===== src/rtl/lfsr_word_if.sv =====
// Request/handshake bundle between a stimulus master and the LFSR word controller.
interface lfsr_word_if #(
  parameter int unsigned WORD_W = 8,
  parameter int unsigned CNT_W  = 8
);
  logic              seed_load;
  logic [3:0]        seed;
  logic              start;
  logic [CNT_W-1:0]  num_words;
  logic              abort;
  logic              out_ready;
  logic              out_valid;
  logic [WORD_W-1:0] out_data;
  logic              busy;
  logic              done;
  logic              seed_zero_err;
  logic [3:0]        lfsr_state;

  modport master (
    output seed_load, seed, start, num_words, abort, out_ready,
    input  out_valid, out_data, busy, done, seed_zero_err, lfsr_state
  );

  modport slave (
    input  seed_load, seed, start, num_words, abort, out_ready,
    output out_valid, out_data, busy, done, seed_zero_err, lfsr_state
  );
endinterface


===== src/rtl/lfsr_word_ctrl.sv =====
// Seeds, steps and gates a 4-bit Fibonacci LFSR (x^4+x^3+1) to emit a
// requested number of WORD_W-bit words over a valid/ready handshake.
module lfsr_word_ctrl #(
  parameter int unsigned WORD_W = 8,
  parameter int unsigned CNT_W  = 8
) (
  input  logic       clk,
  input  logic       rst,
  lfsr_word_if.slave bus
);

  localparam int unsigned    BIT_W    = (WORD_W > 1) ? $clog2(WORD_W) : 1;
  localparam logic [BIT_W-1:0] BIT_LAST = BIT_W'(WORD_W - 1);
  localparam logic [3:0]     LFSR_RST = 4'b0001;

  typedef enum logic [1:0] {IDLE, GEN, HOLD} state_e;

  state_e            state_q, state_d;
  logic [3:0]        lfsr_q, lfsr_d;
  logic [WORD_W-1:0] sh_q, sh_d;
  logic [BIT_W-1:0]  bit_cnt_q, bit_cnt_d;
  logic [CNT_W-1:0]  word_cnt_q, word_cnt_d;
  logic [CNT_W-1:0]  num_q, num_d;
  logic              out_valid_q, out_valid_d;
  logic [WORD_W-1:0] out_data_q, out_data_d;
  logic              busy_q, busy_d;
  logic              done_q, done_d;
  logic              seed_zero_err_q, seed_zero_err_d;

  // State and datapath registers; rst forces the idle/reset image at once.
  always_ff @(posedge clk or posedge rst) begin
    if (rst) begin
      state_q         <= IDLE;
      lfsr_q          <= LFSR_RST;
      sh_q            <= '0;
      bit_cnt_q       <= '0;
      word_cnt_q      <= '0;
      num_q           <= '0;
      out_valid_q     <= 1'b0;
      out_data_q      <= '0;
      busy_q          <= 1'b0;
      done_q          <= 1'b0;
      seed_zero_err_q <= 1'b0;
    end else begin
      state_q         <= state_d;
      lfsr_q          <= lfsr_d;
      sh_q            <= sh_d;
      bit_cnt_q       <= bit_cnt_d;
      word_cnt_q      <= word_cnt_d;
      num_q           <= num_d;
      out_valid_q     <= out_valid_d;
      out_data_q      <= out_data_d;
      busy_q          <= busy_d;
      done_q          <= done_d;
      seed_zero_err_q <= seed_zero_err_d;
    end
  end

  // Next-state and datapath logic; pulses default low, everything else holds.
  always_comb begin
    state_d         = state_q;
    lfsr_d          = lfsr_q;
    sh_d            = sh_q;
    bit_cnt_d       = bit_cnt_q;
    word_cnt_d      = word_cnt_q;
    num_d           = num_q;
    out_valid_d     = out_valid_q;
    out_data_d      = out_data_q;
    busy_d          = busy_q;
    done_d          = 1'b0;
    seed_zero_err_d = 1'b0;

    case (state_q)
      IDLE: begin
        // A zero seed would lock the LFSR, so it is replaced and flagged.
        if (bus.seed_load) begin
          if (bus.seed == 4'h0) begin
            lfsr_d          = LFSR_RST;
            seed_zero_err_d = 1'b1;
          end else begin
            lfsr_d = bus.seed;
          end
        end
        if (bus.start) begin
          if (bus.num_words != '0) begin
            num_d      = bus.num_words;
            word_cnt_d = '0;
            bit_cnt_d  = '0;
            sh_d       = '0;
            busy_d     = 1'b1;
            state_d    = GEN;
          end else begin
            done_d = 1'b1;
          end
        end
      end

      GEN: begin
        if (bus.abort) begin
          out_valid_d = 1'b0;
          busy_d      = 1'b0;
          state_d     = IDLE;
        end else begin
          lfsr_d = {lfsr_q[2:0], lfsr_q[3] ^ lfsr_q[2]};
          sh_d   = {sh_q[WORD_W-2:0], lfsr_q[3]};
          if (bit_cnt_q == BIT_LAST) begin
            out_data_d  = sh_d;
            out_valid_d = 1'b1;
            bit_cnt_d   = '0;
            state_d     = HOLD;
          end else begin
            bit_cnt_d = bit_cnt_q + BIT_W'(1);
          end
        end
      end

      HOLD: begin
        // Abort wins over a handshake in the same cycle.
        if (bus.abort) begin
          out_valid_d = 1'b0;
          busy_d      = 1'b0;
          state_d     = IDLE;
        end else if (out_valid_q && bus.out_ready) begin
          word_cnt_d  = word_cnt_q + CNT_W'(1);
          out_valid_d = 1'b0;
          if (word_cnt_d == num_q) begin
            busy_d  = 1'b0;
            done_d  = 1'b1;
            state_d = IDLE;
          end else begin
            state_d = GEN;
          end
        end
      end

      default: begin
        state_d = IDLE;
      end
    endcase
  end

  assign bus.out_valid     = out_valid_q;
  assign bus.out_data      = out_data_q;
  assign bus.busy          = busy_q;
  assign bus.done          = done_q;
  assign bus.seed_zero_err = seed_zero_err_q;
  assign bus.lfsr_state    = lfsr_q;

endmodule


===== src/flat_wrapper.sv =====
// flat-port wrapper written by rule: the top's interface ports become plain ports
module lfsr_word_ctrl_flat 
#(
  parameter int unsigned WORD_W = 8,
  parameter int unsigned CNT_W  = 8
)
  (clk, rst, bus_seed_load, bus_seed, bus_start, bus_num_words, bus_abort, bus_out_ready, bus_out_valid, bus_out_data, bus_busy, bus_done, bus_seed_zero_err, bus_lfsr_state);
  lfsr_word_if #(.WORD_W(WORD_W), .CNT_W(CNT_W)) bus_i ();
  input  logic clk;
  input  logic rst;
  input wire logic [$bits(bus_i.seed_load)-1:0] bus_seed_load;
  input wire logic [$bits(bus_i.seed)-1:0] bus_seed;
  input wire logic [$bits(bus_i.start)-1:0] bus_start;
  input wire logic [$bits(bus_i.num_words)-1:0] bus_num_words;
  input wire logic [$bits(bus_i.abort)-1:0] bus_abort;
  input wire logic [$bits(bus_i.out_ready)-1:0] bus_out_ready;
  output wire logic [$bits(bus_i.out_valid)-1:0] bus_out_valid;
  output wire logic [$bits(bus_i.out_data)-1:0] bus_out_data;
  output wire logic [$bits(bus_i.busy)-1:0] bus_busy;
  output wire logic [$bits(bus_i.done)-1:0] bus_done;
  output wire logic [$bits(bus_i.seed_zero_err)-1:0] bus_seed_zero_err;
  output wire logic [$bits(bus_i.lfsr_state)-1:0] bus_lfsr_state;
  assign bus_i.seed_load = bus_seed_load;
  assign bus_i.seed = bus_seed;
  assign bus_i.start = bus_start;
  assign bus_i.num_words = bus_num_words;
  assign bus_i.abort = bus_abort;
  assign bus_i.out_ready = bus_out_ready;
  assign bus_out_valid = bus_i.out_valid;
  assign bus_out_data = bus_i.out_data;
  assign bus_busy = bus_i.busy;
  assign bus_done = bus_i.done;
  assign bus_seed_zero_err = bus_i.seed_zero_err;
  assign bus_lfsr_state = bus_i.lfsr_state;
  lfsr_word_ctrl #(.WORD_W(WORD_W), .CNT_W(CNT_W)) u_core (.clk(clk), .rst(rst), .bus(bus_i));
endmodule

===== config.mk =====
export PLATFORM = sky130hd
export DESIGN_NAME = lfsr_word_ctrl_flat
export DESIGN_NICKNAME = d
export VERILOG_FILES = /design/src/rtl/lfsr_word_if.sv /design/src/rtl/lfsr_word_ctrl.sv /design/src/flat_wrapper.sv
export SDC_FILE = /design/constraint.sdc
export NUM_CORES = 1
export LEC_CHECK = 0
export CELL_PAD_IN_SITES_DETAIL_PLACEMENT = 1
export CELL_PAD_IN_SITES_GLOBAL_PLACEMENT = 1
export CORE_UTILIZATION = 45
export DETAILED_ROUTE_END_ITERATION = 10
export GPL_TIMING_DRIVEN = 0
export PLACE_DENSITY_LB_ADDON = 0.1
export SLEW_MARGIN = 20
export SYNTH_ARGS = -nofsm -noshare
export SYNTH_HDL_FRONTEND = slang
export SYNTH_SLANG_ARGS = --single-unit

===== constraint.sdc =====
create_clock -name clk -period 6.1 [get_ports clk]
set_clock_uncertainty 0.1 [all_clocks]
set_input_delay 0.61 -clock clk [delete_from_list [all_inputs] [get_ports clk]]
set_output_delay 0.61 -clock clk [all_outputs]
set_load 0.02 [all_outputs]

==> metrics.md <==
| Metric | Value |
|---|---|
| Final min period | `around 2.6 ns` |
| Vias per std cell | `5.41` |
| Nets@finish | `280` |
| Worst Hold Class | `reg -> reg` |
| Worst Reg-to-Reg Cells | `9` |
| Pwr Density | `~390 nW/um2` |
| Placer Congestion | `a little under 0.8` |
| Fin. Hold Viols | `0` |
| Overflow left after global routing | `0` |
| Post-layout util | `58.5%` |
| Syn_area_per_cell | `10.7 um2` |
| CTS max path bufs | `2` |
| Hold-fix buffer count after cts | `0` |
| Routed via count | `1741` |
| Synth cell types | `between 40 and 50` |
| Design area | `2820 um2` |
| Period utilization | `42.4%` |
| CTS Buf Count | `5` |
| WL/cell | `16.4 um` |
| Die Area | `5370 um2` |
| Crit-path slowest cell | `clkdlybuf4s50_1` |
| Most used cell, CP | `nand2_1` |
| Core area | `between 4000 and 5000 um2` |
| H-tree Lvls | `2` |
| Hold wc startpoint | `u_core.bit_cnt_q[2]` |
| Hold path depth | `2` |
| Mapped Area | `about 2300 um2` |
| Final setup fails | `0` |
| Largest net degree at the start of global routing | `25` |
| Setup TNS | `0 ns` |
| CP cell instances | `clkdlybuf4s50_1, nor4_1, nand2_1, nand3_1, buf_2, a22o_2, buf_4, nand2_1, o21ai_1` |
| Status | `complete, no violations` |
| F_max | `0.387 GHz` |
| Tot Pwr | `1100 uW` |
| DP Area | `2710 um2` |
| Met2 wire len | `2790 um` |
| Die width | `73.3 um` |
| Worst-skew pair later-pin latency | `0.30 ns` |
| Vias in the first global route | `1813` |
| Crit-path max cell delay | `just over 0.4 ns` |
| Top sig layer | `met4` |
| Tot GR Track Use | `21.9%` |
| Final WL | `5280 um` |
| Max-slew violation count | `0` |
| DRC violations left | `0` |
| Max FO, Critical Path | `10` |
| Die Y | `73.3 um` |
| # diodes | `0` |
| Reg2reg start | `u_core.state_q[1]` |
| Leak | `0.00124 uW` |
| Delay-heaviest family, CP | `buffers and inverters` |
| HPWL Detailed | `3870 um` |
| Endpoint class of the critical path | `flip-flop` |
| M1 wire length | `2290 um` |
| Hold WS | `0.405 ns` |
| Clk root buf | `clkbuf_8` |
| WS Path Type | `in -> reg` |
| Measured slew at the worst slew-check pin | `0.563 ns` |
| FP Rows | `25` |
| RSZ-0062 raised after global routing | `no` |
| Critical R2R Capture | `u_core.word_cnt_q[7]` |
| Synth Flop Type | `dfrtp_1` |
| Initial antenna violation count | `0` |
| FF-to-FF setup slack | `3.69 ns` |
| Maxcap violations | `0` |
| Num ports | `34` |
| Post CTS Setup Buffer Count | `0` |
| Biggest area consumer among synthesized cells | `dfrtp_1` |
| Top-area cell type share of the netlist area | `a little under half` |
| Required time worst endpoint | `6.23 ns` |
| Starting DRT DRC Count | `45` |
| Worst Path Buf+Inv | `3` |
| Hold endpoint | `u_core.bit_cnt_q[2]` |
| Post-synth EDFFs | `0` |
| Seq/Total Area, Yosys | `between 40% and 50%` |
| Initial DRT Pass Iterations | `4` |
| Ys Warns | `0` |
| Area grow syn2layout | `23.2%` |
| Clock slew seen by the registers of the worst setup and hold paths | `around 0.080 ns` |
| Mapped Cells | `roughly 210` |
| CTS tree | `built` |
| Cts repair resizes | `0` |
| Sink Count | `44` |
| Worst setup SP type | `input pin` |
| Synth Register Bits | `44` |
| Met3 WL post-DR | `147 um` |
| WP data arrival | `2.71 ns` |
| Post-route ant nets | `0` |
| Share of cells above drive strength 1 | `14.9%` |
| IO buf count | `32` |
| First-pass GRT wire length | `8690 um` |
| Syn nets | `240` |
| VDD IR max | `roughly 0.2 mV` |
| Dominant cells by area after synthesis | `dfrtp_1 (47%), nand2_1 (4.8%), ha_1 (4.4%)` |
| Starting Density | `47.5%` |
| Slew headroom | `62.4%` |
| FFs w/ async S/R, synth | `100%` |
==> synthesized netlist by cell type, types with 3 or more instances <==
cell type / instances
dfrtp_1: 43
xnor2_1: 6
mux2_2: 8
nor4_1: 3
a21oi_1: 7
mux2i_1: 5
mux2_1: 8
nor2_1: 9
a22oi_1: 3
nor3_1: 3
nand2_1: 29
a21o_1: 4
xor2_1: 3
o21ai_0: 5
inv_1: 5
o21ai_1: 16
nand3_1: 5
buf_2: 5
ha_1: 8
a22o_1: 3
==> placed cells by master, fill, tap and decap left out, drive strengths merged, types with 2 or more instances in the layout <==
cell type and instances:
dfrtp 43, clkdlybuf4s50 32, nand2 30, o21ai 22, mux2 16, nor2 9
buf 9, ha 8, clkbuf 8, a21oi 7, xnor2 6, inv 6
nand3 5, mux2i 5, a21o 4, a22o 4, xor2 4, nor3 4
nor4 3, a22oi 3, nor2b 3, nand2b 2, o31ai 2, a32o 2
o41ai 2
==> flip-flops by register name, indices dropped and copies added, names as in the netlist, 2 cells and up <==
register,cells
u_core.bit_cnt_q,3
u_core.bus.lfsr_state,4
u_core.bus.out_data,8
u_core.num_q,8
u_core.sh_q,7
u_core.state_q,2
u_core.word_cnt_q,8
==> logic make-up after synthesis <==
| kind of cell | after synthesis | synth area share, % |
|---|---|---|
| and+or+nand+nor | 62 | 13.3 |
| buffers and inverters | 16 | 3.55 |
| AOI/OAI and AO/OA | 53 | 16.4 |
| xor gates and xnor gates | 10 | 4.16 |
| adders and majority gates | 8 | 4.37 |
| DFF | 44 | 48.2 |
| muxes | 21 | 10.1 |
==> report_power, final <==
group / internal (uW) / switching [uW] / total [uW]
Clock: 122 / 101 / 223
Combinational: 195 / 250 / 445
Sequential: 369 / 64.2 / 433
==> layer usage <==
metal	GRT usage, %	vias to the layer above
li1	-	837
met1	26.6	878
met2	38.6	20
met3	5.21	6
met4	6.20	0
met5	0	-
==> worst reg2reg max path: cells and delay by family, from the launching register on <==
kind            cells  cell delay, ns
compound gates      2            0.71
fa+ha+maj           1            0.14
buf+inv             4            0.60
flops               1            0.44
simple gates        2            0.33
==> metrics by stage <==
step           worst slack (ns)  instances
2_1_floorplan              4.08        214
3_5_place_dp               3.17        314
4_1_cts                    3.49        322
5_1_grt                    3.35        322
3_3_place_gp               3.20        313
6_report                   3.52        322
==> how the worst max path moves through the flow <==
stage	from	endpoint	slack, ns	cells past startpoint
after global placement	bus_num_words[0]	u_core.sh_q[1]	3.20	9
final	bus_num_words[0]	u_core.sh_q[5]	3.52	9
after CTS	bus_num_words[0]	u_core.sh_q[5]	3.49	9
after detailed placement	bus_num_words[0]	u_core.sh_q[5]	3.17	9
after global routing	bus_num_words[0]	u_core.sh_q[6]	3.35	9
after floorplan	bus_abort	u_core.word_cnt_q[7]	4.08	8
==> layout make-up <==
type                       instances  area, um2
multi-input combinational        154       1100
buffer                            10       58.8
inverter                           6       22.5
sequential                        44       1100
clock buffer                       6       72.6
fill                             552       2000
clock inverter                     2       35.0
tap                               67       83.8
timing repair buffer              33        340
No activity file was read; power rests on OpenSTA's default activity.
